**src/rtl/mio_bus_ctrl.sv**
```systemverilog
// CPU bus controller: decodes each CPU transfer to synchronous RAM, the I/O page
// (LED, switches, timer) or unmapped space, and returns data with a one-cycle
// ready_o strobe. It also hosts a 32-bit compare timer that raises Ireq.
module mio_bus_ctrl #(
    parameter int unsigned RAM_AW  = 10,
    parameter logic [31:0] IO_BASE = 32'hF000_0000
) (
    input  logic              clk,
    input  logic              reset,
    input  logic              breq_i,
    input  logic              mem_w,
    input  logic [31:0]       addr_i,
    input  logic [31:0]       data_i,
    output logic [31:0]       data_o,
    output logic              ready_o,
    output logic              ram_en,
    output logic              ram_we,
    output logic [RAM_AW-1:0] ram_addr,
    output logic [31:0]       ram_din,
    input  logic [31:0]       ram_dout,
    input  logic [15:0]       sw_i,
    output logic [15:0]       led_o,
    output logic              Ireq,
    input  logic              Iack
);

    typedef enum logic [1:0] {IDLE, ACCESS, RAM_WAIT, RESP} state_t;

    localparam logic [31:0] ADDR_LED = IO_BASE;
    localparam logic [31:0] ADDR_SW  = IO_BASE + 32'h4;
    localparam logic [31:0] ADDR_CMP = IO_BASE + 32'h8;
    localparam logic [31:0] ADDR_CNT = IO_BASE + 32'hC;

    state_t      r_state;
    logic [31:0] r_addr;
    logic [31:0] r_data;
    logic        r_we;
    logic [31:0] r_data_o;
    logic [15:0] r_led;
    logic [31:0] r_cmp;
    logic [31:0] r_cnt;
    logic        r_pend;

    logic        w_is_ram;
    logic        w_sel_led;
    logic        w_sel_sw;
    logic        w_sel_cmp;
    logic        w_sel_cnt;
    logic        w_io_wr;
    logic        w_wr_cnt;
    logic        w_match;
    logic [31:0] w_rd_data;

    // Target decode works on the latched address; RAM takes priority over the I/O page.
    assign w_is_ram  = (r_addr[31:RAM_AW+2] == '0);
    assign w_sel_led = (r_addr == ADDR_LED);
    assign w_sel_sw  = (r_addr == ADDR_SW);
    assign w_sel_cmp = (r_addr == ADDR_CMP);
    assign w_sel_cnt = (r_addr == ADDR_CNT);
    assign w_io_wr   = (r_state == ACCESS) && r_we && !w_is_ram;
    assign w_wr_cnt  = w_io_wr && w_sel_cnt;
    assign w_match   = (r_cmp != 32'h0) && (r_cnt == r_cmp);

    // I/O read mux; anything not decoded reads as zero.
    always_comb begin
        w_rd_data = 32'h0;
        if (w_sel_led) begin
            w_rd_data = {16'h0, r_led};
        end else if (w_sel_sw) begin
            w_rd_data = {16'h0, sw_i};
        end else if (w_sel_cmp) begin
            w_rd_data = r_cmp;
        end else if (w_sel_cnt) begin
            w_rd_data = r_cnt;
        end
    end

    // Transfer FSM: latch request, access target, capture read data, strobe ready.
    always_ff @(posedge clk or posedge reset) begin
        if (reset) begin
            r_state  <= IDLE;
            r_addr   <= 32'h0;
            r_data   <= 32'h0;
            r_we     <= 1'b0;
            r_data_o <= 32'h0;
            r_led    <= 16'h0;
            r_cmp    <= 32'h0;
        end else begin
            unique case (r_state)
                IDLE: begin
                    if (breq_i) begin
                        r_addr  <= addr_i;
                        r_data  <= data_i;
                        r_we    <= mem_w;
                        r_state <= ACCESS;
                    end
                end
                ACCESS: begin
                    if (w_is_ram) begin
                        r_state <= RAM_WAIT;
                    end else begin
                        if (!r_we) begin
                            r_data_o <= w_rd_data;
                        end
                        if (w_io_wr && w_sel_led) begin
                            r_led <= r_data[15:0];
                        end
                        if (w_io_wr && w_sel_cmp) begin
                            r_cmp <= r_data;
                        end
                        r_state <= RESP;
                    end
                end
                RAM_WAIT: begin
                    if (!r_we) begin
                        r_data_o <= ram_dout;
                    end
                    r_state <= RESP;
                end
                RESP: begin
                    r_state <= IDLE;
                end
                default: begin
                    r_state <= IDLE;
                end
            endcase
        end
    end

    // Timer: free-running count, cleared on match or CPU write; match latches pending.
    always_ff @(posedge clk or posedge reset) begin
        if (reset) begin
            r_cnt  <= 32'h0;
            r_pend <= 1'b0;
        end else begin
            if (w_wr_cnt || w_match) begin
                r_cnt <= 32'h0;
            end else begin
                r_cnt <= r_cnt + 32'd1;
            end
            // A match beats a coincident acknowledge; a count write hides the match.
            if (w_match && !w_wr_cnt) begin
                r_pend <= 1'b1;
            end else if (Iack) begin
                r_pend <= 1'b0;
            end
        end
    end

    assign ready_o  = (r_state == RESP);
    assign ram_en   = (r_state == ACCESS) && w_is_ram;
    assign ram_we   = (r_state == ACCESS) && w_is_ram && r_we;
    assign ram_addr = r_addr[RAM_AW+1:2];
    assign ram_din  = r_data;
    assign data_o   = r_data_o;
    assign led_o    = r_led;
    assign Ireq     = r_pend;

endmodule

```
**config.mk**
```make
export PLATFORM = sky130hd
export DESIGN_NAME = mio_bus_ctrl
export DESIGN_NICKNAME = d
export VERILOG_FILES = /design/src/rtl/mio_bus_ctrl.sv
export SDC_FILE = /design/constraint.sdc
export NUM_CORES = 1
export LEC_CHECK = 0
export ABC_AREA = 1
export CAP_MARGIN = 20
export CORE_UTILIZATION = 25
export CTS_BUF_LIST = sky130_fd_sc_hd__clkbuf_4
export DETAILED_ROUTE_END_ITERATION = 8
export GPL_TIMING_DRIVEN = 0
export SKIP_LAST_GASP = 1
export SYNTH_ARGS = -nofsm -noshare
export SYNTH_HDL_FRONTEND = slang
export SYNTH_SLANG_ARGS = --single-unit
```
**constraint.sdc**
```tcl
create_clock -name clk -period 12.2 [get_ports clk]
set_input_delay 3.66 -clock clk [delete_from_list [all_inputs] [get_ports clk]]
set_output_delay 3.66 -clock clk [all_outputs]
set_load 0.03 [all_outputs]
```
* After elaboration in Yosys (flattened, before gate mapping)
Index checks and enable logic that the tools add are counted.
** Cells by class
- Mux-type cells :: 14
- Equality and inequality tests :: 12
- Bitwise gates (word level) :: 1
- Add/subtract/negate cells :: 1
- Reduce and logical (&&, ||, !) cells :: 21
** Operators by type and width (count)
- two-way mux 32 bit :: 8
- == test 32 bit (second input constant) :: 4
- one-hot mux 32 bit (2 select lines) :: 1
- adder 32 x 1 -> 32 bit (second input constant) :: 1
- == test 32 bit :: 1
- nonzero test 32 bit :: 1
- logical NOT 20 bit :: 1
- logical AND 1 bit :: 9
- != test 2 bit (second input constant) :: 4
- one-hot mux 2 bit (4 select lines) :: 1
- AND reduction 3 bit :: 2
- == test 2 bit (second input constant) :: 2
- AND reduction 4 bit :: 1
- nonzero test 2 bit :: 2
- two-way mux 1 bit :: 3
- == test 2 x 1 -> 1 bit (second input constant) :: 1
- logical NOT 1 bit :: 2
- logical NOT 2 bit :: 1
- two-way mux 2 bit :: 1
- AND reduction 2 bit :: 1
- logical OR 1 bit :: 1
- NOT 1 bit :: 1
** Word-level totals
- Output and inout bits :: 94
- Logic and storage cells :: 58
- Register bits after elaboration :: 180

* Logic depth before layout (Yosys ltp)
Gate-level depths: netlist of the first run.
- Word-level depth :: 8
- Gate-level depth with buffers :: 12

* Least setup slack after synthesis of the first run
Ideal clock, no wire load.
- Path type :: register -> output
- Start point :: register r_addr[28]
- End point :: output port ram_we
- Data required time :: 8.540 ns
- Setup slack :: 6.923 ns
- Arrival :: 1.617 ns
- Path buffers :: 1
- Cell stages (with the launch flop) :: 6
- Cell sequence :: dfrtp_1 > or2_2 > nor2_2 > nand4_4 > clkbuf_1 > nor2_1
** Between the ends
- Cells in the longest elaborated chain, start to end :: 3
** Ends and longest elaborated chain
- start, declared :: line 35 : logic [31:0] r_addr;
- start signal, assigned :: line 92 : r_addr <= addr_i;
- logical NOT 20 bit :: line 55 : assign w_is_ram = (r_addr[31:RAM_AW+2] == '0);
- logical AND 1 bit (2 in a row) :: line 152 : assign ram_we = (r_state == ACCESS) && w_is_ram && r_we;
- end, declared :: line 17 : output logic ram_we,
Every way passes these cells.

* Final worst setup path of the first run
Same ends and word-level chain as after synthesis.

==> impl_metrics.json, run 1 <==
{
  "ys_warn_count": 0,
  "cp_slowest_cell": "clkdlybuf4s50_1",
  "worstPathCellList": "or2_2 -> nor2_2 -> nand4_4 -> clkbuf_1 -> nor2_1 -> clkdlybuf4s50_1",
  "drv_slew": 0,
  "core_area_um2": 37930,
  "setup_viol": 0,
  "io_buffers": 210,
  "rsz0062_at_grt": "false",
  "cap_viol_max_count": 0,
  "pre_cts_ws_ns": 6.015,
  "syn_area_per_cell_um2": 7.975,
  "grt.total_usage": 0.1748,
  "skew_ns": 0.02786,
  "power_density_nw_per_um2": 183.0,
  "hold_violations": 0,
  "cp.arrival_ns": 3.14,
  "tightestPinTransition_ns": 0.8652,
  "crit_buf_inv": 2,
  "vias": 8948,
  "ioPinCount": 211,
  "power.total_w": 0.002338,
  "ys_types": 34,
  "irDropWorstVdd_v": 0.0001474,
  "dieArea_um2": 39610,
  "initial_utilization": 0.2559,
  "cts_tree": "done",
  "fin_setup_tns_ns": 0,
  "clkLatencyLatePin_ns": 0.63,
  "viasPerCell": 4.535,
  "min_period_ns": 6.800,
  "netlist_area_um2": 9706,
  "cts.sinks": 180,
  "utilization": 0.3367,
  "dr.pass1.iters": 5,
  "start_kind": "flop",
  "cts_setup_buffers": 0,
  "first_global_vias": 9031,
  "place_hpwl_mm": 26.69,
  "nets": 1571,
  "r2r_slack_ns": 9.55,
  "globalRouteOverflowTotal": 0,
  "holdBufCountCts": 0,
  "critPathTopFamily": "buffers and inverters",
  "layout-drive-gt1-share": 0.1075,
  "ys_seq_area_frac": 0.4641,
  "wl_per_cell_um": 17.18,
  "crit_type": "reg2out",
  "grt_max_degree": 94,
  "antenna_found_initial": 2,
  "cts_inserted_buffers": 17,
  "h-tree-depth": 4,
  "hp-class": "reg2reg",
  "max_freq_ghz": 0.1471,
  "root_buffer": "clkbuf_4",
  "final_cell_mix": "239 x nand2_1, 210 x clkdlybuf4s50_1, 180 x dfrtp_1, 144 x nor2_1, 132 x a21oi_1",
  "rows": 71,
  "drc": 0,
  "worstPathMaxFanout": 10,
  "cp-end-kind": "output port",
  "syn-num-nets": 1340,
  "cts_resized": 0,
  "yosys_register_bits": 180,
  "drtAntennaViolNets": 0,
  "fin_ws_ns": 5.400,
  "die_h_um": 199.0,
  "area_growth_pct": 31.58,
  "path_clk_slew_ns": 0.16,
  "drtIter0Drc": 515,
  "p_leak_nw": 5.746,
  "crit_required_ns": 8.54,
  "slowest_delay_ns": 0.72,
  "die_w_um": 199.0,
  "gp_congestion": 0.8775,
  "netlist_instances": 1217,
  "status": "complete, no violations",
  "wl_mm": 33.90,
  "grt_pass1_wl_mm": 51.71,
  "ctsLongestPathBuffers": 2,
  "layout_commonest_cell": "nand2_1",
  "slew_headroom": 0.4232,
  "post-route-period-util": 0.5574
}
per-stage QoR:
step | hold slack, ns | cell area (um2) | std cells
after global placement | 0.4708 | 12450 | 1938
after global routing | 0.5276 | 12770 | 1973
after CTS | 0.5108 | 12760 | 1971
after floorplan | 0.4802 | 9706 | 1217
final | 0.5104 | 12770 | 1973
after detailed placement | 0.4744 | 12480 | 1939
final cells by class:
class,count,area [um2]
clock buffers,19,142.6
fillers,4062,25160
flip-flops and latches,180,4504
inverters,128,488.0
repair buffers,212,2141
multi-input cells,841,4343
clock inverters,13,132.6
well taps,511,639.4
diodes,1,2.502
plain buffers,68,377.9
cells in the mapped netlist:
cell / count / area [um2]
nor4_1: 5 / 31.28
ha_1: 6 / 75.07
nor3_4: 1 / 16.27
buf_6: 4 / 45.04
clkbuf_1: 20 / 75.07
o21ai_0: 43 / 215.2
nor2_8: 1 / 20.02
buf_4: 15 / 112.6
nor2_2: 5 / 31.28
nor2_4: 4 / 45.04
o21bai_4: 1 / 18.77
nand4_4: 1 / 21.27
o21ai_1: 10 / 50.05
nand2_2: 5 / 31.28
mux2_2: 46 / 518.0
nand3_1: 124 / 620.6
nor2_1: 144 / 540.5
nand3_2: 2 / 20.02
nand2_1: 239 / 897.1
or2_1: 1 / 6.260
nand2_4: 1 / 11.26
a21oi_2: 1 / 8.760
xnor2_1: 18 / 157.7
nand3b_1: 1 / 7.510
xor2_1: 18 / 157.7
a21oi_1: 132 / 660.6
or2_2: 4 / 25.02
inv_1: 123 / 461.7
buf_2: 29 / 145.1
nor3_1: 17 / 85.08
nand4_1: 9 / 56.30
dfrtp_1: 180 / 4504
inv_2: 5 / 18.77
nor3b_1: 2 / 15.01
report_power, final:
part           leakage (nW)  switching, W  internal (W)  total [W]
Sequential             2.25     0.0000981      0.000762   0.000860
Combinational          3.36      0.000664      0.000459    0.00112
Clock                 0.138      0.000230      0.000125   0.000355
cells by family (layout without fill, tap and decap cells):
| group | Yosys count | in the layout | synth area share |
|---|---|---|---|
| muxes | 46 | 46 | 0.05337 |
| DFF | 180 | 180 | 0.4641 |
| and+or+nand+nor | 566 | 566 | 0.2556 |
| AOI/OAI and AO/OA | 187 | 187 | 0.09823 |
| xor gates and xnor gates | 36 | 36 | 0.03249 |
| other | 0 | 1 | 0 |
| adders and majority gates | 6 | 6 | 0.007735 |
| buffers and inverters | 196 | 440 | 0.08844 |
registers in the layout (all words and copies together), names as in the netlist:
name,cells
Ireq,1
data_o,32
led_o,16
r_addr,32
r_cmp,32
r_cnt,32
r_state,2
r_we,1
ram_din,32
worst min-delay path, stage by stage (launching register included):
cell	delay (ns)
dfrtp_1	0.37
nand2_1	0.06
nand2_1	0.06
final timing paths:
| kind | start | end | depth (start not counted) |
|---|---|---|---|
| setup / recovery | r_addr[28]$_DFFE_PP0P_ | ram_we | 6 |
| hold / removal | Ireq$_DFFE_PP0P_ | Ireq$_DFFE_PP0P_ | 2 |
| setup reg to reg | r_state[0]$_DFFE_PP0P_ | ram_din[16]$_DFFE_PP0P_ | 6 |
| hold reg to reg | Ireq$_DFFE_PP0P_ | Ireq$_DFFE_PP0P_ | 2 |
| max in group asynchronous | reset | data_o[26]$_DFFE_PP0P_ | 3 |
| min in group asynchronous | reset | r_addr[20]$_DFFE_PP0P_ | 2 |
metal layers:
layer  global-route usage  share of wire  routed length, um  vias to the layer above
li1                     -              -                  -                     4389
met1               0.2218           0.44              14860                     4270
met2               0.2855           0.47              16080                      253
met3              0.05036          0.067               2278                       34
met4              0.05214          0.020                661                        2
met5                    0        0.00032                 11                        -
Note: power is estimated with default switching activity, not from simulation.
==> run 2, diff against run 1 <==
==> constraint.sdc (replaced) <==
create_clock -name clk -period 5.6 [get_ports clk]
set_input_delay 1.68 -clock clk [delete_from_list [all_inputs] [get_ports clk]]
set_output_delay 1.68 -clock clk [all_outputs]
set_load 0.03 [all_outputs]
==> run 2 against run 1 <==
Against the previous run: critical path type unchanged; clock skew decreased by 0.00090 ns; first-iteration DRC count is 6.8% lower; largest power group unchanged; count of clock-buffer cells in the layout shrank 2; final cell count increased by 0.20%; flip-flop and latch count did not move; core utilization is 0.15 points higher; die area unchanged; total power up 120%; largest cell class unchanged.
==> impl_metrics.json, run 2 (synthesis gave the netlist of run 1 again) <==
{
  "status": "complete, no violations",
  "cts_setup_buffers": 0,
  "core_area_um2": 37930,
  "nFillCells": 4072,
  "power.total_w": 0.005058,
  "area_growth_pct": 32.18,
  "initial_utilization": 0.2559,
  "grt.total_usage": 0.1742,
  "grt_max_degree": 41,
  "final_area_um2": 12830,
  "start_kind": "flop",
  "crit_required_ns": 3.92,
  "ioPinCount": 211,
  "globalRouteOverflowTotal": 0,
  "irDropWorstVdd_v": 0.0003604,
  "root_buffer": "clkbuf_4",
  "comb_power_share": 0.482,
  "skew_ns": 0.02696,
  "ctsLongestPathBuffers": 2,
  "setup_viol": 0,
  "dr.pass1.iters": 5,
  "worstPathMaxFanout": 10,
  "fin_hold_ws_ns": 0.5059,
  "final_cell_mix": "239 x nand2_1, 210 x clkdlybuf4s50_1, 180 x dfrtp_1, 144 x nor2_1, 132 x a21oi_1",
  "cp-end-kind": "output port",
  "cts_tree": "done",
  "layout_commonest_cell": "nand2_1",
  "post-route-period-util": 0.8594,
  "max_freq_ghz": 0.2078,
  "h-tree-depth": 4,
  "die_w_um": 199.0,
  "wl_per_cell_um": 17.07,
  "multiInputGateArea_um2": 4343,
  "rsz0062_at_grt": "false",
  "cts.sinks": 180,
  "tightestPinTransition_ns": 1.078,
  "p_switching_w": 0.002204,
  "cts_inserted_buffers": 17,
  "p_leak_nw": 5.772,
  "holdBufCountCts": 0,
  "p_clk_frac": 0.148,
  "viasPerCell": 4.506,
  "placed_area_um2": 12550,
  "p_sw_frac": 0.4358,
  "first_global_vias": 8850,
  "min_period_ns": 4.812,
  "crit_type": "reg2out",
  "path_clk_slew_ns": 0.16,
  "layout-drive-gt1-share": 0.1113,
  "utilization": 0.3382,
  "hp-class": "reg2reg",
  "place_hpwl_mm": 27.11,
  "drc": 0,
  "clkLatencyLatePin_ns": 0.63,
  "vias": 8908,
  "power_density_nw_per_um2": 394.3,
  "antenna_found_initial": 3,
  "cap_viol_max_count": 0,
  "slew_headroom": 0.2785,
  "pwr-share-seq": 0.370,
  "power.internal_w": 0.002854,
  "io_buffers": 210,
  "ff_latch_area_um2": 4504,
  "hold_violations": 0,
  "drtIter0Drc": 480,
  "cts_resized": 0,
  "fin_setup_tns_ns": 0,
  "wl_mm": 33.75,
  "cp.arrival_ns": 3.13,
  "nets": 1574,
  "die_h_um": 199.0,
  "drv_slew": 0,
  "grt_pass1_wl_mm": 51.38,
  "drtAntennaViolNets": 0,
  "dieArea_um2": 39610,
  "gp_congestion": 0.9105,
  "rows": 71
}
-- run 2: layer usage --
layer  global-route usage  vias up  share of wire
li1                     -     4396              -
met1               0.2210     4262           0.44
met2               0.2878      224           0.48
met3              0.05002       26          0.069
met4              0.04530        0          0.015
met5                    0        -              0
-- run 2: worst paths after layout --
path / from / endpoint / slack, ns / cells after the start
max: r_addr[28]$_DFFE_PP0P_ / ram_we / 0.79 / 6
min: Ireq$_DFFE_PP0P_ / Ireq$_DFFE_PP0P_ / 0.51 / 2
max reg2reg: r_state[0]$_DFFE_PP0P_ / data_o[12]$_DFFE_PP0P_ / 2.73 / 9
min reg2reg: Ireq$_DFFE_PP0P_ / Ireq$_DFFE_PP0P_ / 0.51 / 2
max in group asynchronous: reset / data_o[28]$_DFFE_PP0P_ / 2.85 / 6
min in group asynchronous: reset / r_addr[6]$_DFFE_PP0P_ / 1.45 / 2
-- run 2: power groups by stage --
stage | clock, W | sequential (W) | combinational (W)
6_report | 0.000747 | 0.00187 | 0.00244
5_1_grt | 0.000832 | 0.00192 | 0.00264
4_1_cts | 0.000781 | 0.00188 | 0.00247
3_5_place_dp | 0 | 0.00190 | 0.00246
3_3_place_gp | 0 | 0.00189 | 0.00243
2_1_floorplan | 0 | 0.00231 | 0.00104
-- run 2: cell type report --
type | instances | area share
Sequential cell | 180 | 0.3511
Multi-Input combinational cell | 841 | 0.3385
Timing Repair Buffer | 215 | 0.1717
Tap cell | 511 | 0.04984
Inverter | 128 | 0.03774
Buffer | 68 | 0.02945
Clock inverter | 15 | 0.01131
Clock buffer | 17 | 0.009948
Antenna cell | 2 | 0.0003901
-- run 2: critical path, stage by stage, from the launching register on --
cell and delay [ns]:
dfrtp_1 0.43, or2_2 0.31, nor2_2 0.17, nand4_4 0.24
clkbuf_1 0.37, nor2_1 0.25, clkdlybuf4s50_1 0.73
-- run 2: through the flow --
stage / setup slack [ns] / instances
4_1_cts: 0.6692 / 1975
2_1_floorplan: 1.611 / 1217
3_5_place_dp: 1.419 / 1943
6_report: 0.7875 / 1977
3_3_place_gp: -0.09689 / 1938
5_1_grt: 0.6144 / 1977
==> run 3, diff against run 2 <==
--- a/config.mk
+++ b/config.mk
@@ -7,11 +7,12 @@
 export LEC_CHECK = 0
 export ABC_AREA = 1
 export CAP_MARGIN = 20
-export CORE_UTILIZATION = 25
+export CORE_UTILIZATION = 26
 export CTS_BUF_LIST = sky130_fd_sc_hd__clkbuf_4
 export DETAILED_ROUTE_END_ITERATION = 8
 export GPL_TIMING_DRIVEN = 0
 export SKIP_LAST_GASP = 1
+export SLEW_MARGIN = 20
 export SYNTH_ARGS = -nofsm -noshare
 export SYNTH_HDL_FRONTEND = slang
 export SYNTH_SLANG_ARGS = --single-unit
==> run 3 against run 2 <==
Against the previous run: register-to-register slack worse by 0.10 ns; worst hold slack gained 0.0042 ns; flip-flop and latch count unchanged; setup slack better by 0.035 ns; core utilization up 1.2 points; global-route usage grew 0.54 points; die area fell by 3.8%; sequential share of layout area decreased by 0.058 points; largest power group unchanged.
==> impl_metrics.json, run 3 (synthesis gave the netlist of run 1 again) <==
{
  "status": "complete, no violations",
  "tightestPinTransition_ns": 1.165,
  "die_h_um": 195.2,
  "dieArea_um2": 38110,
  "gp_congestion": 0.9210,
  "ioPinCount": 211,
  "grt_pass1_wl_mm": 52.20,
  "cts_resized": 0,
  "r2r_start": "r_state[0]$_DFFE_PP0P_",
  "cts_tree": "done",
  "post-route-period-util": 0.8532,
  "crit_type": "reg2out",
  "pwr-share-seq": 0.362,
  "hp-class": "reg2reg",
  "grt.total_usage": 0.1796,
  "h-tree-depth": 4,
  "hold_violations": 0,
  "viasPerCell": 4.684,
  "clkLatencyLatePin_ns": 0.65,
  "layout-drive-gt1-share": 0.1119,
  "antenna_found_initial": 3,
  "initial_utilization": 0.2645,
  "nets": 1575,
  "place_hpwl_mm": 26.63,
  "p_switching_w": 0.002195,
  "p_sw_frac": 0.4239,
  "grt_max_degree": 33,
  "final_cell_mix": "239 x nand2_1, 210 x clkdlybuf4s50_1, 180 x dfrtp_1, 144 x nor2_1, 132 x a21oi_1",
  "fin_hold_ws_ns": 0.5101,
  "worstPathMaxFanout": 10,
  "holdBufCountCts": 0,
  "slew_headroom": 0.2206,
  "rows": 70,
  "drtIter0Drc": 578,
  "rsz0062_at_grt": "false",
  "cts.sinks": 180,
  "placed_area_um2": 12520,
  "cts_setup_buffers": 0,
  "comb_power_share": 0.473,
  "final_area_um2": 12850,
  "setup_viol": 0,
  "nFillCells": 3855,
  "power_density_nw_per_um2": 403.0,
  "die_w_um": 195.2,
  "area_growth_pct": 32.40,
  "cp-end-kind": "output port",
  "fin_setup_tns_ns": 0,
  "r2r_slack_ns": 2.63,
  "drc": 0,
  "cts_inserted_buffers": 17,
  "cap_viol_max_count": 0,
  "p_clk_frac": 0.165,
  "skew_ns": 0.03731,
  "power.internal_w": 0.002983,
  "utilization": 0.3502,
  "min_period_ns": 4.778,
  "dr.pass1.iters": 5,
  "p_leak_nw": 5.812,
  "vias": 9064,
  "io_buffers": 210,
  "crit_required_ns": 3.92,
  "layout_commonest_cell": "nand2_1",
  "globalRouteOverflowTotal": 0,
  "core_area_um2": 36700,
  "first_global_vias": 9090,
  "drtAntennaViolNets": 0,
  "ctsLongestPathBuffers": 2,
  "max_freq_ghz": 0.2093,
  "cp.arrival_ns": 3.10,
  "min_from": "Ireq$_DFFE_PP0P_",
  "irDropWorstVdd_v": 0.0002489,
  "cp-startpoint": "r_addr[28]$_DFFE_PP0P_",
  "path_clk_slew_ns": 0.15,
  "drv_slew": 0,
  "wl_per_cell_um": 17.23,
  "root_buffer": "clkbuf_4",
  "start_kind": "flop",
  "wl_mm": 33.33
}
[run 3: cell count changes in the layout (fill, tap and decap cells not counted), sizes merged]
cell / previous run / this run
inv: 133 / 134
buf: 53 / 54
clkinvlp: 4 / 3
clkinv: 6 / 3
bufinv: 0 / 3
[run 3: layer usage]
layer	wire, um	GRT usage
met5	12	0
met1	14950	0.2335
met3	2121	0.04905
met4	367	0.04549
met2	15880	0.2935
[run 3: power by group through the flow]
| stage | clock (W) | sequential (W) | combinational, W |
|---|---|---|---|
| 2_1_floorplan | 0 | 0.00231 | 0.00104 |
| 3_3_place_gp | 0 | 0.00189 | 0.00242 |
| 3_5_place_dp | 0 | 0.00190 | 0.00246 |
| 4_1_cts | 0.000891 | 0.00188 | 0.00247 |
| 5_1_grt | 0.000938 | 0.00192 | 0.00263 |
| 6_report | 0.000856 | 0.00187 | 0.00245 |
[run 3: critical path, cell delays in order (launching register included)]
cell             delay [ns]
dfrtp_1                0.42
or2_2                  0.30
nor2_2                 0.17
nand4_4                0.26
clkbuf_1               0.41
nor2_1                 0.18
clkdlybuf4s50_1        0.74
[run 3: layout make-up]
class / count / area [um2] / area share
antenna: 2 / 5.005 / 0.0003895
sequential: 180 / 4504 / 0.3505
inverter: 128 / 484.2 / 0.03768
tap: 468 / 585.6 / 0.04557
clock inverter: 15 / 192.7 / 0.01500
buffer: 68 / 377.9 / 0.02941
multi-input combinational: 841 / 4343 / 0.3380
timing repair buffer: 216 / 2230 / 0.1735
clock buffer: 17 / 127.6 / 0.009932
[run 3: path summary, 6_finish.rpt]
check	end	depth (start not counted)
min reg2reg	Ireq$_DFFE_PP0P_	2
max	ram_we	6
min	Ireq$_DFFE_PP0P_	2
min in group asynchronous	ram_din[18]$_DFFE_PP0P_	2
max in group asynchronous	r_cnt[5]$_DFF_PP0_	4
max reg2reg	data_o[16]$_DFFE_PP0P_	8
[run 3: through the flow]
stage	power, W	instances	worst slack (ns)
2_1_floorplan	0.003349	1217	1.611
3_3_place_gp	0.004314	1895	-0.04955
3_5_place_dp	0.004367	1901	1.509
4_1_cts	0.005241	1933	0.7824
5_1_grt	0.005492	1935	0.5483
6_report	0.005178	1935	0.8222
